==> src/rtl/dsp_sequencer_if.sv <==
// Sequencer-side bus bundle: frame control in, instruction RAM port,
// core instruction bus and frame status out.
interface dsp_sequencer_if #(
  parameter int INSTR_WIDTH     = 26,
  parameter int PROG_ADDR_WIDTH = 10,
  parameter int FRAME_CNT_WIDTH = 16
);
  logic                       sample_tick;
  logic                       run_en;
  logic [PROG_ADDR_WIDTH:0]   prog_len;
  logic                       clear_overrun;
  logic [PROG_ADDR_WIDTH-1:0] imem_rd_addr;
  logic [INSTR_WIDTH-1:0]     imem_rd_data;
  logic [INSTR_WIDTH-1:0]     instruction;
  logic                       busy;
  logic                       frame_done;
  logic                       overrun_pulse;
  logic                       overrun_flag;
  logic [FRAME_CNT_WIDTH-1:0] frame_count;

  modport master (
    output sample_tick, run_en, prog_len,
    output clear_overrun, imem_rd_data,
    input  imem_rd_addr, instruction, busy,
    input  frame_done, overrun_pulse,
    input  overrun_flag, frame_count
  );

  modport slave (
    input  sample_tick, run_en, prog_len,
    input  clear_overrun, imem_rd_data,
    output imem_rd_addr, instruction, busy,
    output frame_done, overrun_pulse,
    output overrun_flag, frame_count
  );
endinterface

==> src/rtl/dsp_sequencer.sv <==
// Per-sample program sequencer: replays prog_len instructions from imem
// onto the dsp_core instruction bus each sample_tick, then drains the core.
module dsp_sequencer #(
  parameter int INSTR_WIDTH     = 26,
  parameter int PROG_ADDR_WIDTH = 10,
  parameter int PIPELINE_DEPTH  = 4,
  parameter int FRAME_CNT_WIDTH = 16
) (
  input  logic             clk,
  input  logic             reset_n,
  dsp_sequencer_if.slave   io
);
  localparam int LW = PROG_ADDR_WIDTH + 1;
  localparam int DW = (PIPELINE_DEPTH > 0) ?
                      $clog2(PIPELINE_DEPTH + 1) : 1;
  localparam logic [LW-1:0] MAX_LEN =
    {1'b1, {PROG_ADDR_WIDTH{1'b0}}};
  localparam logic [DW-1:0] DRAIN_LAST = DW'(PIPELINE_DEPTH);

  typedef enum logic [1:0] {
    IDLE  = 2'd0,
    FETCH = 2'd1,
    DRAIN = 2'd2
  } state_e;

  state_e                     state_q, state_d;
  logic [LW-1:0]              pc_q, pc_d;
  logic [LW-1:0]              len_q, len_d;
  logic [LW-1:0]              len_clamp;
  logic [DW-1:0]              drain_q, drain_d;
  logic                       valid_q, fetch_valid;
  logic                       done_q, done_d;
  logic                       ovr_q, ovr_d;
  logic                       flag_q, flag_d;
  logic [FRAME_CNT_WIDTH-1:0] cnt_q, cnt_d;
  logic                       accept;

  assign len_clamp = (io.prog_len > MAX_LEN) ?
                     MAX_LEN : io.prog_len;
  assign accept = (state_q == IDLE) &
                  io.sample_tick & io.run_en;

  always_comb begin
    state_d     = state_q;
    pc_d        = pc_q;
    len_d       = len_q;
    drain_d     = drain_q;
    done_d      = 1'b0;
    cnt_d       = cnt_q;
    fetch_valid = 1'b0;
    // Ticks while busy are dropped, only flagged.
    ovr_d  = io.sample_tick & io.run_en &
             (state_q != IDLE);
    flag_d = ovr_d | (flag_q & ~io.clear_overrun);
    unique case (state_q)
      IDLE: begin
        if (accept) begin
          pc_d  = '0;
          len_d = len_clamp;
          if (len_clamp == '0) begin
            done_d = 1'b1;
            cnt_d  = cnt_q + FRAME_CNT_WIDTH'(1);
          end else begin
            state_d = FETCH;
          end
        end
      end
      FETCH: begin
        fetch_valid = 1'b1;
        pc_d        = pc_q + LW'(1);
        if (pc_q == len_q - LW'(1)) begin
          state_d = DRAIN;
          drain_d = '0;
        end
      end
      DRAIN: begin
        if (drain_q == DRAIN_LAST) begin
          state_d = IDLE;
          done_d  = 1'b1;
          cnt_d   = cnt_q + FRAME_CNT_WIDTH'(1);
        end else begin
          drain_d = drain_q + DW'(1);
        end
      end
      default: state_d = IDLE;
    endcase
  end

  always_ff @(posedge clk or negedge reset_n) begin
    if (!reset_n) begin
      state_q <= IDLE;
      pc_q    <= '0;
      len_q   <= '0;
      drain_q <= '0;
      valid_q <= 1'b0;
      done_q  <= 1'b0;
      ovr_q   <= 1'b0;
      flag_q  <= 1'b0;
      cnt_q   <= '0;
    end else begin
      state_q <= state_d;
      pc_q    <= pc_d;
      len_q   <= len_d;
      drain_q <= drain_d;
      valid_q <= fetch_valid;
      done_q  <= done_d;
      ovr_q   <= ovr_d;
      flag_q  <= flag_d;
      cnt_q   <= cnt_d;
    end
  end

  // valid_q tracks the one-cycle RAM read latency.
  assign io.imem_rd_addr  = (state_q == FETCH) ?
                            pc_q[PROG_ADDR_WIDTH-1:0] : '0;
  assign io.instruction   = valid_q ? io.imem_rd_data :
                            {INSTR_WIDTH{1'b0}};
  assign io.busy          = (state_q != IDLE);
  assign io.frame_done    = done_q;
  assign io.overrun_pulse = ovr_q;
  assign io.overrun_flag  = flag_q;
  assign io.frame_count   = cnt_q;
endmodule

==> src/flat_wrapper.sv <==
// flat-port wrapper written by rule: the top's interface ports become plain ports
module dsp_sequencer_flat 
#(
  parameter int INSTR_WIDTH     = 26,
  parameter int PROG_ADDR_WIDTH = 10,
  parameter int PIPELINE_DEPTH  = 4,
  parameter int FRAME_CNT_WIDTH = 16
)
  (clk, reset_n, io_sample_tick, io_run_en, io_prog_len, io_clear_overrun, io_imem_rd_data, io_imem_rd_addr, io_instruction, io_busy, io_frame_done, io_overrun_pulse, io_overrun_flag, io_frame_count);
  dsp_sequencer_if #(.INSTR_WIDTH(INSTR_WIDTH), .PROG_ADDR_WIDTH(PROG_ADDR_WIDTH), .FRAME_CNT_WIDTH(FRAME_CNT_WIDTH)) io_i ();
  input  logic clk;
  input  logic reset_n;
  input wire logic [$bits(io_i.sample_tick)-1:0] io_sample_tick;
  input wire logic [$bits(io_i.run_en)-1:0] io_run_en;
  input wire logic [$bits(io_i.prog_len)-1:0] io_prog_len;
  input wire logic [$bits(io_i.clear_overrun)-1:0] io_clear_overrun;
  input wire logic [$bits(io_i.imem_rd_data)-1:0] io_imem_rd_data;
  output wire logic [$bits(io_i.imem_rd_addr)-1:0] io_imem_rd_addr;
  output wire logic [$bits(io_i.instruction)-1:0] io_instruction;
  output wire logic [$bits(io_i.busy)-1:0] io_busy;
  output wire logic [$bits(io_i.frame_done)-1:0] io_frame_done;
  output wire logic [$bits(io_i.overrun_pulse)-1:0] io_overrun_pulse;
  output wire logic [$bits(io_i.overrun_flag)-1:0] io_overrun_flag;
  output wire logic [$bits(io_i.frame_count)-1:0] io_frame_count;
  assign io_i.sample_tick = io_sample_tick;
  assign io_i.run_en = io_run_en;
  assign io_i.prog_len = io_prog_len;
  assign io_i.clear_overrun = io_clear_overrun;
  assign io_i.imem_rd_data = io_imem_rd_data;
  assign io_imem_rd_addr = io_i.imem_rd_addr;
  assign io_instruction = io_i.instruction;
  assign io_busy = io_i.busy;
  assign io_frame_done = io_i.frame_done;
  assign io_overrun_pulse = io_i.overrun_pulse;
  assign io_overrun_flag = io_i.overrun_flag;
  assign io_frame_count = io_i.frame_count;
  dsp_sequencer #(.INSTR_WIDTH(INSTR_WIDTH), .PROG_ADDR_WIDTH(PROG_ADDR_WIDTH), .PIPELINE_DEPTH(PIPELINE_DEPTH), .FRAME_CNT_WIDTH(FRAME_CNT_WIDTH)) u_core (.clk(clk), .reset_n(reset_n), .io(io_i));
endmodule
==> config.mk <==
export PLATFORM = sky130hd
export DESIGN_NAME = dsp_sequencer_flat
export DESIGN_NICKNAME = d
export VERILOG_FILES = /design/src/rtl/dsp_sequencer_if.sv /design/src/rtl/dsp_sequencer.sv /design/src/flat_wrapper.sv
export SDC_FILE = /design/constraint.sdc
export NUM_CORES = 1
export LEC_CHECK = 0
export CAP_MARGIN = 30
export CORE_MARGIN = 8
export CORE_UTILIZATION = 45
export CTS_CLUSTER_SIZE = 16
export DETAILED_ROUTE_END_ITERATION = 7
export HOLD_SLACK_MARGIN = 0.03
export PLACE_DENSITY = 0.8
export SETUP_SLACK_MARGIN = 0.5
export SYNTH_ARGS = -nofsm -noshare
export SYNTH_HDL_FRONTEND = slang
export SYNTH_SLANG_ARGS = --single-unit
==> constraint.sdc <==
create_clock -name clk -period 3.4 [get_ports clk]
set_input_delay 0.68 -clock clk [delete_from_list [all_inputs] [get_ports clk]]
set_output_delay 0.68 -clock clk [all_outputs]
set_load 0.005 [all_outputs]
==> flow_summary.ini, run 1 <==
[sta]
tns_ps = 0
worst_pin_slew_ps = 623.1
hold_violations = 0
rsz0062_at_grt = false
fin_skew_ps = 10.16
fin_crit_ps = 2793
fmax_ghz = 0.3580
period_share_pct = 82.16
finalSetupViolations = 0
timing.final.max_slew_violations = 0
slew_headroom_pct = 58.30

[route]
finalWirelength_um = 7306
final_antenna_net_count = 0
vias = 2454
dr.first_iter.drc_count = 109
drtPass1Iterations = 4
vias_per_cell = 5.221
avgRoutedWirePerCell_um = 15.54
drc_errors = 0

[logic_synthesis]
synth_area_um2 = 2784
synthTopCellsByCount = dfrtp_1 (47), and2_1 (38), nand2_1 (26)
syn_nets = 348
seq_area_frac_synth_pct = 42.25
yosysWarnings = 0
syn_inst = 297
ys_seq_elements = 47
yosysMostFrequentCell = dfrtp_1
ys_types = 43
synth.avg_cell_area_um2 = 9.373
synth-main-ff-cell = dfrtp_1
synth_edf_count = 0
synth_top_area_share_pct = 42.25
synthArstFlopShare_pct = 100.0
synthTopCellsByArea = dfrtp_1 (42%), and2_1 (8.5%), xnor2_1 (6.3%)
synth_top_area_cell = dfrtp_1

[clocking]
cts_buffers = 5
clk_pin_slew_ps = 90
clock_sinks = 47
postCtsHoldBufs = 0
htreeDepth = 2
clock-root-buffer = clkbuf_8
cts_tree = built
clock_path_buffers = 2
insertion_delay_ps = 310

[floorplanning]
rows = 28
initial_core_util_pct = 46.74
die_h_um = 94.66
core_um2 = 5956
die-area_um2 = 8960
die_w_um = 94.66
io_pins = 98

[min_path]
hold_class = input pin to async pin

[global_routing]
grt_pass1_wl_um = 11780
grt_use_total_pct = 16.41
antenna_found_initial = 0
grt_max_degree = 33
grt_pass1_vias = 2484
grt.overflow.total = 0

[placed_design]
gp_congestion = 0.7696
placed_cell_area_um2 = 3821
portBuffers = 97
dp.final_hpwl_um = 5812

[pwr]
internal_power_uw = 1551
combPwrFrac_pct = 45.4
swShare_pct = 34.65
p_clk_share_pct = 20.4
irDropWorstVdd_uv = 468.1
p_seq_share_pct = 34.2
p_leak_uw = 0.001712
p_sw_uw = 822.6
power_density_nw_per_um2 = 596.6

[cells_and_area]
nets = 445
area.growth.synth_to_final_pct = 42.92
fin_util_pct = 66.81
fillers = 470
final_area_um2 = 3979
layout-drive-gt1-share_pct = 5.823
antennaDiodeCount = 0

[critical_path]
r2r_setup_slack_ps = 610
rr_endpoint = u_core.state_q[0]
r2r-start = u_core.len_q[0]
cp-end-kind = flop
cp.depth = 9
cp-endpoint = u_core.state_q[0]
cp.arrival_ps = 2980
crit_family = simple AND/OR/NAND/NOR gates
crit_path_max_incr_delay_ps = 490
startpoint_type = flop
cp_cell_sequence = inv_1 -> ha_2 -> or3b_2 -> or4_1 -> a21oi_1 -> nor2_1 -> o31ai_4 -> and2b_1 -> mux2_1
rr_worst_depth = 9
worst-path-max-fanout = 5
critPathBufInv = 1
crit_required_ps = 3590
critPathKind = flop to flop
crit_start = u_core.len_q[0]
crit_path_top_delay_cell = or3b_2

[run_status]
status = finished, final reports clean

[flow_run]
cap_violations = 0
-- per-layer routing --
| metal | track usage [%] | routed length [um] |
|---|---|---|
| met1 | 19.77 | 3203 |
| met2 | 27.98 | 3393 |
| met3 | 4.762 | 627 |
| met4 | 4.291 | 81 |
| met5 | 0 | 0 |
-- how the worst min path moves through the flow --
| stage | from | depth (start not counted) | to | slack, ps |
|---|---|---|---|---|
| after CTS | reset_n | 1 | u_core.len_q[0] | 300 |
| after global routing | reset_n | 1 | u_core.len_q[1] | 300 |
| after global placement | u_core.io.frame_count[15] | 1 | u_core.io.frame_count[15] | 460 |
| after detailed placement | u_core.io.frame_count[6] | 1 | u_core.io.frame_count[6] | 480 |
| final | reset_n | 1 | u_core.len_q[3] | 290 |
| after floorplan | reset_n | 0 | u_core.drain_q[0] | 380 |
-- metrics by stage --
| stage | hold WS, ps | setup WS (ps) | cells | total power (uW) |
|---|---|---|---|---|
| after floorplan | 384.4 | 745.7 | 297 | 1446 |
| final | 290.7 | 606.7 | 470 | 2374 |
| after detailed placement | 475.5 | 204.3 | 460 | 1884 |
| after global routing | 304.6 | 505.0 | 470 | 2550 |
| after global placement | 463.6 | 311.7 | 459 | 1847 |
| after CTS | 296.2 | 526.2 | 469 | 2383 |
-- flip-flops by register name (all words and copies together) (netlist names) --
| register | flops |
|---|---|
| u_core.drain_q | 3 |
| u_core.io.frame_count | 16 |
| u_core.io.frame_done | 1 |
| u_core.io.overrun_flag | 1 |
| u_core.io.overrun_pulse | 1 |
| u_core.len_q | 11 |
| u_core.pc_q | 11 |
| u_core.state_q | 2 |
| u_core.valid_q | 1 |
-- worst reg2reg max path, stage by stage, from the launching register on --
cell and delay (ps):
dfrtp_2 440, inv_1 90, ha_2 220, or3b_2 490, or4_1 410, a21oi_1 170
nor2_1 120, o31ai_4 260, and2b_1 170, mux2_1 320
-- cell usage in the layout (no fill, tap or decap), types with 10 or more instances in the layout --
cell,count
xnor2_1,20
o21ai_0,10
dfrtp_1,46
xor2_1,14
clkdlybuf4s50_1,96
nand2_1,26
and2_1,38
nor2_1,16
inv_1,12
nand3_1,14
-- power by group through the flow --
stage	sequential (uW)	combinational, uW	clock, uW
6_report	813	1080	484
2_1_floorplan	753	694	0
3_5_place_dp	825	1060	0
4_1_cts	815	1080	492
3_3_place_gp	820	1030	0
5_1_grt	832	1210	512
-- what timing repair did --
| item | CTS | global route |
|---|---|---|
| gates resized for setup | 0 | 4 |
| pin swaps | 1 | 0 |
| cloned | 0 | 0 |
| buffers inserted | 1 | 1 |
| endpoints found under the setup margin | 1 | 24 |
| hold endpoints to repair | 0 | 0 |
-- kinds of logic after synthesis --
logic type / share of synthesized area [%]
DFF: 42.25
buffers and inverters: 3.415
xor gates and xnor gates: 10.70
and+or+nand+nor: 28.63
muxes: 2.337
adders and majority gates: 4.045
AOI/OAI and AO/OA: 8.630
-- final cells by class --
| class | instances | area (um^2) | share of cell area (%) |
|---|---|---|---|
| well taps | 75 | 93.84 | 2.358 |
| repair buffers | 101 | 1008 | 25.35 |
| clock inverters | 2 | 60.06 | 1.509 |
| flip-flops and latches | 47 | 1177 | 29.59 |
| multi-input cells | 227 | 1521 | 38.24 |
| clock buffers | 6 | 72.57 | 1.824 |
| inverters | 12 | 45.04 | 1.132 |
No activity file was read; power rests on OpenSTA's default activity.
==> inputs of run 2 (changes only) <==
Settings changed: CORE_UTILIZATION 45 to 41, PLACE_DENSITY 0.8 to 0.77.
Clock period 3.4 ns to 2.54 ns, I/O delays scaled along.
==> run 2 against run 1 <==
Against the previous run: clock-buffer cell count is the same; flip-flop and latch count did not move; die area rose by 8.1%; critical path depth is the same; cell count up 8.1%; first-iteration DRC count rose by 10%; clock power shrank 5.2%; via count up 7.1%; non-clock buffer count is 34 higher.
==> flow_summary.ini, run 2 (synthesized netlist as in run 1, its figures left out) <==
[placed_design]
placed_cell_area_um2 = 4056
gp_congestion = 0.8256
dp_slack_ps = -232.8
portBuffers = 97
dp.final_hpwl_um = 6104

[cells_and_area]
area.growth.synth_to_final_pct = 58.20
final_area_um2 = 4404
mostFrequentLayoutCells = clkdlybuf4s50_1 (49), dfrtp_1 (45), and2_1 (38)
final_common_cell = clkdlybuf4s50_1
nets = 479
largest_register_ff_count = 16
layout-drive-gt1-share_pct = 23.83
fin_util_pct = 65.92
antennaDiodeCount = 0

[clocking]
insertion_delay_ps = 300
clk_pin_slew_ps = 90
cts_tree = built
cts_buffers = 5
clock_sinks = 47
clock_path_buffers = 2
postCtsHoldBufs = 0
htreeDepth = 2
clock-root-buffer = clkbuf_8

[floorplanning]
initial_core_util_pct = 41.67
core_um2 = 6681
die_h_um = 98.40
rows = 30
die-area_um2 = 9683
io_pins = 98
die_w_um = 98.40

[min_path]
hold_class = input pin to async pin

[global_routing]
grt.overflow.total = 0
grt_pass1_vias = 2656
antenna_found_initial = 0
grt_pass1_wl_um = 13400
grt_use_total_pct = 16.85
grt_max_degree = 27

[sta]
slew_headroom_pct = 65.11
period_share_pct = 97.38
tns_ps = 0
fin_skew_ps = 6.357
fmax_ghz = 0.4043
timing.final.max_slew_violations = 0
hold_violations = 0
worst_slack_ps = 66.51
worst_pin_slew_ps = 519.6
rsz0062_at_grt = true
fin_crit_ps = 2473
finalSetupViolations = 0

[route]
finalWirelength_um = 8390
dr.first_iter.drc_count = 120
route.met3.wl_um = 388
vias = 2629
final_antenna_net_count = 0
highest_layer = met4
vias_per_cell = 5.175
met2_length_um = 3951
drtPass1Iterations = 4
drc_errors = 0
avgRoutedWirePerCell_um = 16.52
drt-met1-wl_um = 3855

[critical_path]
crit_family = simple AND/OR/NAND/NOR gates
startpoint_type = flop
crit_required_ps = 2730
critPathBufInv = 1
cp-end-kind = flop
crit_path_top_delay_cell = or4_4
cp_cell_sequence = inv_2 -> ha_4 -> or3b_4 -> or4_4 -> a21oi_4 -> nor2_4 -> o31ai_4 -> and2b_1 -> mux2_4
crit_path_max_incr_delay_ps = 440
worst-path-max-fanout = 2
cp.arrival_ps = 2670
critPathKind = flop to flop

[pwr]
power_density_nw_per_um2 = 779.1
irDropWorstVdd_uv = 462.0
p_leak_uw = 0.002120

[run_status]
status = finished, final reports clean

[flow_run]
cap_violations = 0
## run 2: layout make-up
cell class	count	area [um^2]
Clock buffer	6	82.58
Sequential cell	47	1179
Inverter	12	45.04
Clock inverter	1	5.005
Tap cell	80	100.1
Multi-Input combinational cell	227	1805
Fill cell	537	2277
Timing Repair Buffer	135	1187
## run 2: where the power goes
group	internal (uW)	leakage (uW)	switching (uW)	total, uW
combinational	1030	0.00144	867	1900
sequential	878	0.000632	194	1070
clock	214	0.0000470	246	459
total	2120	0.00212	1310	3430
## run 2: routing by layer
metal	track usage, %	vias to the layer above
met2	27.37	96
met1	21.09	1243
met5	0	-
met4	6.612	0
li1	-	1274
met3	3.841	16
## run 2: path summary, 6_finish.rpt
path,slack (ps),cells past startpoint,start,end
setup / recovery,70,9,u_core.len_q[0],u_core.state_q[0]
hold / removal,70,1,reset_n,u_core.io.frame_count[14]
setup reg to reg,70,9,u_core.len_q[0],u_core.state_q[0]
hold reg to reg,480,1,u_core.io.frame_count[15],u_core.io.frame_count[15]
max in group asynchronous,1910,2,reset_n,u_core.valid_q
min in group clk,480,1,u_core.io.frame_count[15],u_core.io.frame_count[15]
## run 2: repair_timing
action,4_1_cts,5_1_grt
buffers inserted,14,3
resized for setup,90,32
setup endpoints to repair,60,32
pin swaps,16,15
endpoints found under the hold margin,0,0
## run 2: per-stage QoR
| stage | hold slack [ps] | total power [uW] | cells |
|---|---|---|---|
| finish | 70.80 | 3431 | 508 |
| floorplan | 212.4 | 1983 | 297 |
| detailed placement | 411.5 | 2720 | 484 |
| global placement | 402.5 | 2676 | 484 |
| CTS | 76.19 | 3298 | 505 |
| global route | 90.63 | 3676 | 508 |
## run 2: worst register-to-register path: stages, from the launching register on
cell and delay [ps]:
dfrtp_1 400, inv_2 90, ha_4 140, or3b_4 380
or4_4 440, a21oi_4 160, nor2_4 60, o31ai_4 210
and2b_1 190, mux2_4 300
==> inputs of run 3 (changes only) <==
Settings changed: SETUP_SLACK_MARGIN 0.5 to 0.3.
==> run 3 against run 2 <==
Against the previous run: power rose by 0.70%; core utilization shrank 0.67 points; sequential power barely moved; worst setup slack gained 29 ps; first-iteration DRC count down 43%; sequential share of layout area up 0.25 points; clock-buffer cell count decreased by 1; flip-flop and latch count unchanged; cell count decreased by 0.20%; combinational power shrank 3%; design area shrank 1.0%; global-route usage fell by 1.1 points.
==> flow_summary.ini, run 3 (synthesized netlist as in run 1, its figures left out) <==
[floorplanning]
rows = 30
die_w_um = 98.40
io_pins = 98
die_h_um = 98.40
die-area_um2 = 9683
initial_core_util_pct = 41.67
core_um2 = 6681

[route]
drc_errors = 0
final_antenna_net_count = 0
finalWirelength_um = 7485
avgRoutedWirePerCell_um = 14.76
vias_per_cell = 5.091
dr.first_iter.drc_count = 68
drtPass1Iterations = 4
vias = 2581

[cells_and_area]
antennaDiodeCount = 0
area.growth.synth_to_final_pct = 56.58
nets = 477
mostFrequentLayoutCells = clkdlybuf4s50_1 (79), dfrtp_1 (46), and2_1 (38)
largest_register_ff_count = 16
multi_input_area_um2 = 1657
final_common_cell = clkdlybuf4s50_1
register_area_um2 = 1177
fillers = 519
final_cells = 507
layout-drive-gt1-share_pct = 17.80

[sta]
rsz0062_at_grt = true
period_share_pct = 96.25
fmax_ghz = 0.4091
fin_skew_ps = 13.31
hold_violations = 0
worst_pin_slew_ps = 583.5
finalSetupViolations = 0
timing.final.max_slew_violations = 0
slew_headroom_pct = 61.10
fin_crit_ps = 2445

[critical_path]
r2r-start = u_core.len_q[2]
crit_path_max_incr_delay_ps = 540
worst-path-max-fanout = 4
crit_required_ps = 2750
rr_endpoint = u_core.drain_q[1]
rr_worst_depth = 9
cp_cell_sequence = or4_4 -> or4_4 -> a21oi_4 -> nor2_4 -> o31ai_4 -> buf_4 -> buf_6 -> nand3_2 -> o2bb2ai_2
critPathKind = flop to flop
r2r_setup_slack_ps = 100
cp.arrival_ps = 2650
crit_path_frequent_cell = or4_4
cp-end-kind = flop
startpoint_type = flop
crit_path_top_delay_cell = or4_4

[global_routing]
grt_pass1_vias = 2554
grt_use_total_pct = 15.70
grt.overflow.total = 0
grt_max_degree = 28
grt_pass1_wl_um = 12380
antenna_found_initial = 0

[min_path]
hold_class = input pin to async pin

[placed_design]
gp_congestion = 0.8511
dp.cells = 487
portBuffers = 97
dp.final_hpwl_um = 5843

[flow_run]
cap_violations = 0

[clocking]
clock_path_buffers = 2
clock-root-buffer = clkbuf_8
htreeDepth = 2
cts_tree = built
insertion_delay_ps = 310
cts_buffers = 5
clock_sinks = 47
clk_pin_slew_ps = 100

[pwr]
power_density_nw_per_um2 = 792.7
p_leak_uw = 0.002098
total_power_uw = 3455
irDropWorstVdd_uv = 452.6

[run_status]
status = finished, final reports clean
## run 3: critical path, delay by kind of cell, from the launching register on
family	cells	cell delay (ps)
compound gates	3	520
buf+inv	2	250
flops	1	380
simple gates	4	1200
## run 3: per-stage QoR
| step | setup WS [ps] | instance area, um^2 | utilization (%) | TNS (ps) | hold slack, ps |
|---|---|---|---|---|---|
| final | 95.34 | 4359 | 65.24 | 0 | 191.9 |
| after global routing | -0.5522 | 4359 | 65.24 | -0.5522 | 224.2 |
| after CTS | 108.8 | 4245 | 63.54 | 0 | 196.7 |
| after detailed placement | -167.2 | 4003 | 59.91 | -1541 | 469.6 |
| after global placement | -147.8 | 4003 | 59.91 | -1353 | 466.1 |
| after floorplan | 23.04 | 2808 | - | 0 | 212.4 |
## run 3: worst max path at each step
stage	from	to	slack, ps	depth (start not counted)
floorplan	u_core.len_q[0]	u_core.state_q[0]	20	9
global placement	io_prog_len[4]	u_core.io.frame_count[13]	-150	8
detailed placement	io_prog_len[4]	u_core.io.frame_count[12]	-170	8
CTS	u_core.len_q[0]	u_core.state_q[0]	110	9
global route	u_core.len_q[1]	u_core.drain_q[1]	-0.6	11
finish	u_core.len_q[2]	u_core.drain_q[1]	100	9
## run 3: cell type report
type / instances / share of cell area [%]
Inverter: 12 / 1.033
Multi-Input combinational cell: 227 / 38.00
Clock inverter: 3 / 1.062
Clock buffer: 5 / 1.579
Sequential cell: 47 / 27.01
Timing Repair Buffer: 133 / 29.02
Tap cell: 80 / 2.296
## run 3: where the power goes
part / switching (uW) / total (uW) / internal, uW
clock network: 261 / 557 / 297
registers: 181 / 1060 / 878
logic: 778 / 1840 / 1060
## run 3: per-layer routing
metal	wire length (um)	global-route usage (%)
met1	3311	17.86
met2	3622	27.63
met3	458	4.196
met4	92	5.313
met5	0	0
## run 3: what timing repair did
action | in CTS | in global routing
pin swaps | 10 | 11
resized for setup | 21 | 27
buffers inserted | 10 | 2
setup endpoints to repair | 26 | 58
hold buffers | 0 | 0
